`src/rtl/pc_branch_unit.sv`:
```
// PC register and control-transfer stage fed by the branch comparator.
// Resolves jr/j/br redirects, holds them across stalls, counts branches.
module pc_branch_unit #(
  parameter logic [31:0] RESET_PC = 32'h0000_0000,
  parameter int          CNT_W    = 16
) (
  input  logic             clk,
  input  logic             rst,
  input  logic             i_stall,
  input  logic [31:0]      i_id_pc,
  input  logic             i_br_en,
  input  logic             i_br_cond,
  input  logic [15:0]      i_br_off,
  input  logic             i_j_en,
  input  logic [25:0]      i_j_idx,
  input  logic             i_jr_en,
  input  logic [31:0]      i_jr_tgt,
  output logic [31:0]      o_pc,
  output logic [31:0]      o_pc_plus4,
  output logic             o_flush,
  output logic             o_addr_err,
  output logic             o_pend,
  output logic [CNT_W-1:0] o_br_cnt,
  output logic [CNT_W-1:0] o_tk_cnt
);

  typedef enum logic {
    S_RUN,
    S_PEND
  } state_t;

  state_t           r_state;
  logic [31:0]      r_pc;
  logic [31:0]      r_tgt_q;
  logic             r_addr_err;
  logic [CNT_W-1:0] r_br_cnt;
  logic [CNT_W-1:0] r_tk_cnt;

  logic [31:0] w_pc4;
  logic [31:0] w_id_pc4;
  logic [31:0] w_br_tgt;
  logic [31:0] w_j_tgt;
  logic        w_jr_bad;
  logic        w_sel_br;
  logic        w_run;
  logic        w_take;
  logic [31:0] w_tgt;
  logic        w_br_acc;
  logic        w_br_sat;
  logic        w_tk_sat;

  assign w_pc4    = r_pc + 32'd4;
  assign w_id_pc4 = i_id_pc + 32'd4;
  assign w_br_tgt = w_id_pc4 + {{14{i_br_off[15]}}, i_br_off, 2'b00};
  assign w_j_tgt  = {w_id_pc4[31:28], i_j_idx, 2'b00};
  assign w_jr_bad = i_jr_en && (i_jr_tgt[1:0] != 2'b00);
  assign w_sel_br = i_br_en && !i_j_en && !i_jr_en;
  assign w_run    = (r_state == S_RUN);

  // A misaligned jr still owns the slot, so lower requests stay masked.
  always_comb begin
    w_take = 1'b0;
    w_tgt  = w_pc4;
    priority case (1'b1)
      i_jr_en: begin
        w_take = !w_jr_bad;
        w_tgt  = i_jr_tgt;
      end
      i_j_en: begin
        w_take = 1'b1;
        w_tgt  = w_j_tgt;
      end
      i_br_en: begin
        w_take = i_br_cond;
        w_tgt  = w_br_tgt;
      end
      default: begin
        w_take = 1'b0;
        w_tgt  = w_pc4;
      end
    endcase
  end

  assign w_br_acc = w_run && w_sel_br && (!i_stall || i_br_cond);
  assign w_br_sat = &r_br_cnt;
  assign w_tk_sat = &r_tk_cnt;

  always_ff @(posedge clk or posedge rst) begin
    if (rst) begin
      r_state    <= S_RUN;
      r_pc       <= RESET_PC;
      r_tgt_q    <= 32'd0;
      r_addr_err <= 1'b0;
    end else begin
      r_addr_err <= w_run && !i_stall && w_jr_bad;
      case (r_state)
        S_RUN: begin
          if (!i_stall) begin
            r_pc <= w_take ? w_tgt : w_pc4;
          end else if (w_take) begin
            r_tgt_q <= w_tgt;
            r_state <= S_PEND;
          end
        end
        S_PEND: begin
          if (!i_stall) begin
            r_pc    <= r_tgt_q;
            r_state <= S_RUN;
          end
        end
        default: r_state <= S_RUN;
      endcase
    end
  end

  always_ff @(posedge clk or posedge rst) begin
    if (rst) begin
      r_br_cnt <= '0;
      r_tk_cnt <= '0;
    end else begin
      if (w_br_acc && !w_br_sat) begin
        r_br_cnt <= r_br_cnt + CNT_W'(1);
      end
      if (w_br_acc && i_br_cond && !w_tk_sat) begin
        r_tk_cnt <= r_tk_cnt + CNT_W'(1);
      end
    end
  end

  // Flush is combinational so the wrong-path fetch dies in the same cycle.
  assign o_flush    = !rst && !i_stall && (w_run ? w_take : 1'b1);
  assign o_pc       = r_pc;
  assign o_pc_plus4 = w_pc4;
  assign o_addr_err = r_addr_err;
  assign o_pend     = (r_state == S_PEND);
  assign o_br_cnt   = r_br_cnt;
  assign o_tk_cnt   = r_tk_cnt;

endmodule

```
`config.mk`:
```
export PLATFORM = sky130hd
export DESIGN_NAME = pc_branch_unit
export DESIGN_NICKNAME = d
export VERILOG_FILES = /design/src/rtl/pc_branch_unit.sv
export SDC_FILE = /design/constraint.sdc
export NUM_CORES = 1
export LEC_CHECK = 0
export CAP_MARGIN = 10
export CORE_MARGIN = 1
export CORE_UTILIZATION = 45
export DETAILED_ROUTE_END_ITERATION = 10
export GPL_TIMING_DRIVEN = 0
export PLACE_DENSITY_LB_ADDON = 0.12
export SLEW_MARGIN = 10
export SYNTH_ARGS = -nofsm -noshare
export SYNTH_HDL_FRONTEND = slang
export SYNTH_SLANG_ARGS = --single-unit
```
`constraint.sdc`:
```
create_clock -name clk -period 3.3 [get_ports clk]
set_input_delay 0.495 -clock clk [delete_from_list [all_inputs] [get_ports clk]]
set_output_delay 0.495 -clock clk [all_outputs]
set_load 0.02 [all_outputs]
```
==> results.txt, run 1 <==
Hold_sp: r_tgt_q[6]$_DFFE_PP0P_
Crit path DAT: 3550 ps
Final WS setup: -41.6 ps
Post-Place Cells: 1,477
MaxCap Viol Count: 0
Static leakage: 5.05 nW
DRC Markers: 0
Post-synth top area cell: dfrtp_1
Sw Pwr: 2.13 mW
Reg2Reg Setup Slack: 660 ps
Fin. max-slew vios: 0
Synth top area share: 29.4%
Yosys warning count: 0
Max clock buf depth: 2
Num CTS Buffers: 9
Outcome: finished, violations left
# fillers: 1,510
Sequential power share: 31.6%
Top Ports: 212
Die width: 138 µm
Vias post-DR: 9,545
Ranking of synthesized cells by area: dfrtp_1, xnor2_1, nand2_1
Nets: 1,452
WL/cell: 21.7 µm
Commonest cells post-synth: nand2_1, dfrtp_1, nor2_1
Initial antenna violation count: 1
Post-synth EDFFs: 0
WS Path Type: input pin to flip-flop
Top FF cell, synth: dfrtp_1
Hold Path End: r_tgt_q[6]$_DFFE_PP0P_
Setup TNS: -81.8 ps
#FFs+latches synth: 98
Largest net degree at the start of global routing: 56
Peak VDD IR: 325 µV
Vias in the first global route: 8,878
Initial DRC Count: 1,071
Final non-filler cell total: 1,535
Vias per cell: 6.22
Initial Util: 46.2%
Min-delay worst type: flip-flop to flip-flop
Final worst path period need: 3340 ps
R2R Path Start: o_pc[4]$_DFFE_PP0P_
Fin util: 67.3%
Syn Area/Cell: 8.02 µm²
Detail Route Antenna Nets: 0
Critical path capture point type: flip-flop
Post-synthesis sequential area ratio: 29.4%
Required time worst endpoint: 3510 ps
Cts hold-fix bufs: 0
First drt pass iteration count: 7
Distinct cells, synth: 78
Y dimension of the die: 138 µm
Count leader, synth: nand2_1
Power per cell area: 440 nW/µm²
Global-route wire length before repair: 49.4 mm
Synth Instances: 1,038
Share of post-route cells with drive strength above 1: 18.5%
Switching Share: 39.9%
FFs w/ async S/R, synth: 100%
Period utilization: 101%
Total GRT Usage: 33.0%
Slew margin rel.: 29.3%
Clk Latency, worst-skew pair: 350 ps
# setup viols final: 3
Hold depth: 2
Number of H-tree levels: 3
Violated checks: setup timing
DP Worst Slack: -1190 ps
Post-Route WL: 33.3 mm
Worst reg-to-reg path cell count: 11
Port-buffer cells: 209
Placer congestion estimate: 0.975
Worst slew pin tran: 1050 ps
Combinational share of power: 46.6%
GRT overflow: 0
Internal power: 3.21 mW
Clock skew: 8.53 ps
Total power: 5.34 mW
# rows: 49
Synthesis-to-finish area growth: 45.7%
CTS tree: yes
Die Area: 19,100 µm²
Mapped cell area: 8330 µm²
FF-to-FF End: o_pc[11]$_DFFE_PP0P_
RSZ-0062 raised after global routing: true
Clock Power Share: 21.8%
Post-synthesis net count: 1,190
CP max FO: 5
Core area: 18,000 µm²
Clock slew at the register clock pins of the worst setup and hold paths: 80 ps
DP Wirelength: 23.3 mm
Worst Setup Start Kind: input pin
Clk sinks: 98
Final Hold Viols: 0
Clock root cell: clkbuf_16
Fmax: 299 MHz
==> power by group through the flow <==
stage	Clock, mW	Sequential, mW	Combinational, mW
6_report	1.16	1.68	2.49
5_1_grt	1.22	1.71	2.64
4_1_cts	1.15	1.67	2.34
3_5_place_dp	0	1.69	2.22
3_3_place_gp	0	1.68	2.20
2_1_floorplan	0	1.78	1.13
==> layout make-up <==
cell class | instances | area (µm²) | area share (%)
Antenna cell | 1 | 2.50 | 0.0206
Buffer | 47 | 260 | 2.15
Clock buffer | 10 | 229 | 1.89
Clock inverter | 6 | 88.8 | 0.732
Inverter | 35 | 134 | 1.10
Multi-Input combinational cell | 848 | 6170 | 50.9
Sequential cell | 98 | 2450 | 20.2
Tap cell | 229 | 287 | 2.36
Timing Repair Buffer | 261 | 2500 | 20.6
==> kinds of logic after synthesis <==
| kind of cell | count (synthesis) | synth area share [%] |
|---|---|---|
| flip-flops | 98 | 29.4 |
| buffers and inverters | 92 | 5.15 |
| adder cells (fa/ha/maj) | 39 | 5.95 |
| AND/OR/NAND/NOR | 394 | 23.0 |
| XOR/XNOR | 108 | 11.4 |
| multiplexers | 23 | 2.84 |
| AO/OA/AOI/OAI | 284 | 22.2 |
==> worst max-delay path, stage by stage <==
cell      delay, ps
buf_8            70
and4_4          240
buf_6           110
nand3_4          80
nor2_4          180
nand4_1         130
xnor2_1         220
ha_2            340
a21o_1          260
o41ai_4         390
buf_4           170
buf_4            90
o21ba_2         140
o21ai_2          50
xnor2_1         220
nand2_1         150
o211ai_1        110
a31oi_1         100
==> registers in the layout, summed over array words and instances (netlist names) <==
name and count:
o_addr_err 1, o_pc 32, o_pend 1, o_br_cnt 16
o_tk_cnt 16, r_tgt_q 32
==> metrics by stage <==
step / hold WS (ps) / cell area [µm²]
after CTS: 479 / 11700
final: 478 / 12100
after detailed placement: 463 / 10700
after global routing: 488 / 12100
after floorplan: 430 / 8340
after global placement: 444 / 10700
==> repair_timing <==
item | in CTS | in global routing
endpoints found under the setup margin | 49 | 50
buffers inserted | 40 | 11
cloned | 0 | 0
gates resized for setup | 139 | 119
pin swaps | 47 | 51
==> worst max-delay path by stage <==
stage | from | to | slack, ps | cells past startpoint
2_1_floorplan | i_id_pc[7] | r_tgt_q[23]$_DFFE_PP0P_ | 20 | 14
5_1_grt | i_id_pc[11] | o_pc[24]$_DFFE_PP0P_ | -160 | 15
6_report | i_id_pc[7] | r_tgt_q[27]$_DFFE_PP0P_ | -40 | 18
3_5_place_dp | i_id_pc[6] | o_pc[20]$_DFFE_PP0P_ | -1190 | 17
3_3_place_gp | rst | o_pc[4]$_DFFE_PP0P_ | -1420 | 2
4_1_cts | i_id_pc[8] | o_pc[30]$_DFFE_PP0P_ | -50 | 17
==> cell usage in the layout (no fill, tap or decap), drive strengths merged, types with 5 or more instances in the layout <==
master,n
a31oi,15
xnor2,72
a21o,12
o211ai,13
o21a,8
nor3,24
and3,27
dlymetal6s2s,6
and2,7
nand3,52
o311ai,5
o22ai,12
ha,38
nand2,128
a21oi,91
inv,35
a211oi,10
nand4,30
mux2,5
clkdlybuf4s50,176
clkbuf,51
o31ai,6
nand3b,5
dfrtp,98
a211o,8
o221ai,16
nor2,95
and4,8
xor2,36
dlygate4sd2,5
a221oi,5
buf,76
o21ai,63
mux2i,18
==> per-layer routing <==
metal  global-route usage, %  routed length [µm]  part of all wire [%]
met1                    41.9               12400                    37
met2                    54.0               15500                    46
met3                    6.48                3650                    11
met4                    15.6                1800                   5.4
met5                       0                   0                     0
No activity file was read; power rests on OpenSTA's default activity.
==> run 2: changes to the inputs <==
--- a/config.mk
+++ b/config.mk
@@ -11,6 +11,7 @@
 export DETAILED_ROUTE_END_ITERATION = 10
 export GPL_TIMING_DRIVEN = 0
 export PLACE_DENSITY_LB_ADDON = 0.12
+export SKIP_CTS_REPAIR_TIMING = 1
 export SLEW_MARGIN = 10
 export SYNTH_ARGS = -nofsm -noshare
 export SYNTH_HDL_FRONTEND = slang
==> run 2 against run 1 <==
  * Non-clock buffer count did not move
  * Largest power group unchanged
  * Combinational power barely moved
  * Sequential power barely moved
  * The run still ends with setup timing left
  * Worst hold slack barely moved
  * Core utilization barely moved
  * Count of clock-buffer cells in the layout did not move
  * Worst setup slack improved by 28 ps
  * Critical path depth fell by 1
  * Flip-flop and latch count did not move
==> results.txt, run 2 (synthesis gave the netlist of run 1 again) <==
Port-buffer cells: 209 (unchanged)
# setup viols final: 1 (-2)
Vias in the first global route: 8,399 (-5.4%)
Max clock buf depth: 2 (unchanged)
Post-Route WL: 32.4 mm (-2.7%)
Initial antenna violation count: 1 (unchanged)
Power per cell area: 438 nW/µm² (-0.52%)
DRC Markers: 0 (unchanged)
Vias per cell: 6.14 (-1.3%)
DP Wirelength: 23.3 mm (unchanged)
RSZ-0062 raised after global routing: true
Fmax: 302 MHz (+0.84%)
CP max FO: 5 (unchanged)
GRT overflow: 0 (unchanged)
First drt pass iteration count: 7 (unchanged)
Initial DRC Count: 1,131 (+5.6%)
Clock root cell: clkbuf_16
Clk sinks: 98 (unchanged)
Clock slew at the register clock pins of the worst setup and hold paths: 70 ps (about the same)
Most common cell after layout, fill and taps aside: clkdlybuf4s50_1
Nets: 1,452 (unchanged)
Die Area: 19,100 µm² (unchanged)
# fillers: 1,513 (+0.20%)
Hold depth: 2 (unchanged)
Worst slew pin tran: 958 ps (-94.0 ps)
Min-delay worst type: flip-flop to flip-flop
CTS tree: yes
Post-placement cell area: 10,700 µm² (unchanged)
Final worst path period need: 3310 ps (-27.8 ps)
WL/cell: 21.1 µm (-2.7%)
Clk Latency, worst-skew pair: 360 ps (about the same)
Y dimension of the die: 138 µm (unchanged)
Static leakage: 5.07 nW (+0.32%)
Number of H-tree levels: 3 (unchanged)
Top Ports: 212 (unchanged)
Peak VDD IR: 325 µV (about the same)
FF-to-FF End: o_pc[28]$_DFFE_PP0P_
Placer congestion estimate: 0.975 (unchanged)
Die width: 138 µm (unchanged)
Total GRT Usage: 31.6% (-1.4 points)
Critical path capture point type: flip-flop
Total power: 5.30 mW (-0.59%)
Final Hold Viols: 0 (unchanged)
Largest net degree at the start of global routing: 56 (unchanged)
Synthesis-to-finish area growth: 45.5% (about the same)
Period utilization: 100% (-0.84 points)
Reg2Reg Setup Slack: 690 ps (+30 ps)
Critical Path Source: i_id_pc[8]
Required time worst endpoint: 3500 ps (about the same)
Clock skew: 10.4 ps (+1.90 ps)
Worst reg-to-reg path cell count: 9 (-2)
Global-route wire length before repair: 47.1 mm (-4.5%)
Design Area, Final: 12,100 µm² (about the same)
Hold_sp: r_tgt_q[6]$_DFFE_PP0P_
Detail Route Antenna Nets: 0 (unchanged)
Fin. max-slew vios: 0 (unchanged)
WS Path Type: input pin to flip-flop
Vias post-DR: 9,419 (-1.3%)
MaxCap Viol Count: 0 (unchanged)
# rows: 49 (unchanged)
R2R Path Start: o_pc[18]$_DFFE_PP0P_
Initial Util: 46.2% (unchanged)
Worst Setup Start Kind: input pin
Commonest cells after routing, fill and taps aside: clkdlybuf4s50_1, nand2_1, dfrtp_1
Num CTS Buffers: 9 (unchanged)
Outcome: finished, violations left
Core area: 18,000 µm² (unchanged)
Crit path DAT: 3510 ps (-40 ps)
Violated checks: setup timing
Hold Path End: r_tgt_q[6]$_DFFE_PP0P_
Final WS setup: -13.8 ps (+27.8 ps)
Share of post-route cells with drive strength above 1: 18.2% (-0.31 points)
Slew margin rel.: 36.1% (+6.8 points)
-- run 2: cell type report --
class	count	area [µm²]	area share [%]
Tap cell	229	287	2.36
Buffer	50	287	2.36
Timing Repair Buffer	258	2490	20.5
Sequential cell	98	2450	20.2
Clock inverter	6	88.8	0.733
Antenna cell	1	2.50	0.0206
Inverter	35	136	1.12
Clock buffer	10	229	1.89
Multi-Input combinational cell	848	6150	50.8
-- run 2: per-layer routing --
layer / routed length [µm] / track usage (%)
met4: 1600 / 14.1
met1: 12500 / 40.8
met2: 15000 / 51.0
met3: 3260 / 6.55
met5: 0 / 0
-- run 2: per-stage QoR --
step                      std cells  setup WS, ps  hold slack, ps  setup TNS (ps)  utilization, %
after global routing           1534          -153             488            -864            67.2
after floorplan                1038          24.3             430               0               -
after CTS                      1493          -848             479          -20550            61.3
final                          1535         -13.8             478           -13.8            67.3
after detailed placement       1477         -1190             463          -35500            59.6
after global placement         1476         -1420             444         -173050            59.4
-- run 2: worst max-delay path by stage --
stage                               to  slack (ps)  depth (start not counted)
4_1_cts           o_pc[20]$_DFFE_PP0P_        -850                         17
3_3_place_gp       o_pc[4]$_DFFE_PP0P_       -1420                          2
3_5_place_dp      o_pc[20]$_DFFE_PP0P_       -1190                         17
2_1_floorplan  r_tgt_q[23]$_DFFE_PP0P_          20                         14
5_1_grt           o_pc[31]$_DFFE_PP0P_        -150                         18
6_report          o_pc[30]$_DFFE_PP0P_         -10                         17
-- run 2: power by group --
group,leakage [nW],switching [mW],total [mW],internal [mW]
combinational,3.69,1.35,2.46,1.11
sequential,1.23,0.262,1.68,1.42
clock,0.149,0.495,1.16,0.667
total,5.07,2.11,5.30,3.20
-- run 2: worst max-delay path: stages --
cell,delay (ps)
buf_8,70
and4_4,250
and3_4,210
and2_4,130
buf_6,120
nand3_4,100
xnor2_4,250
ha_4,250
a21oi_4,130
nand3b_1,190
nand3_1,140
a221o_1,350
a31oi_2,210
mux2i_1,230
nand2_1,120
o221ai_2,90
o221ai_1,150
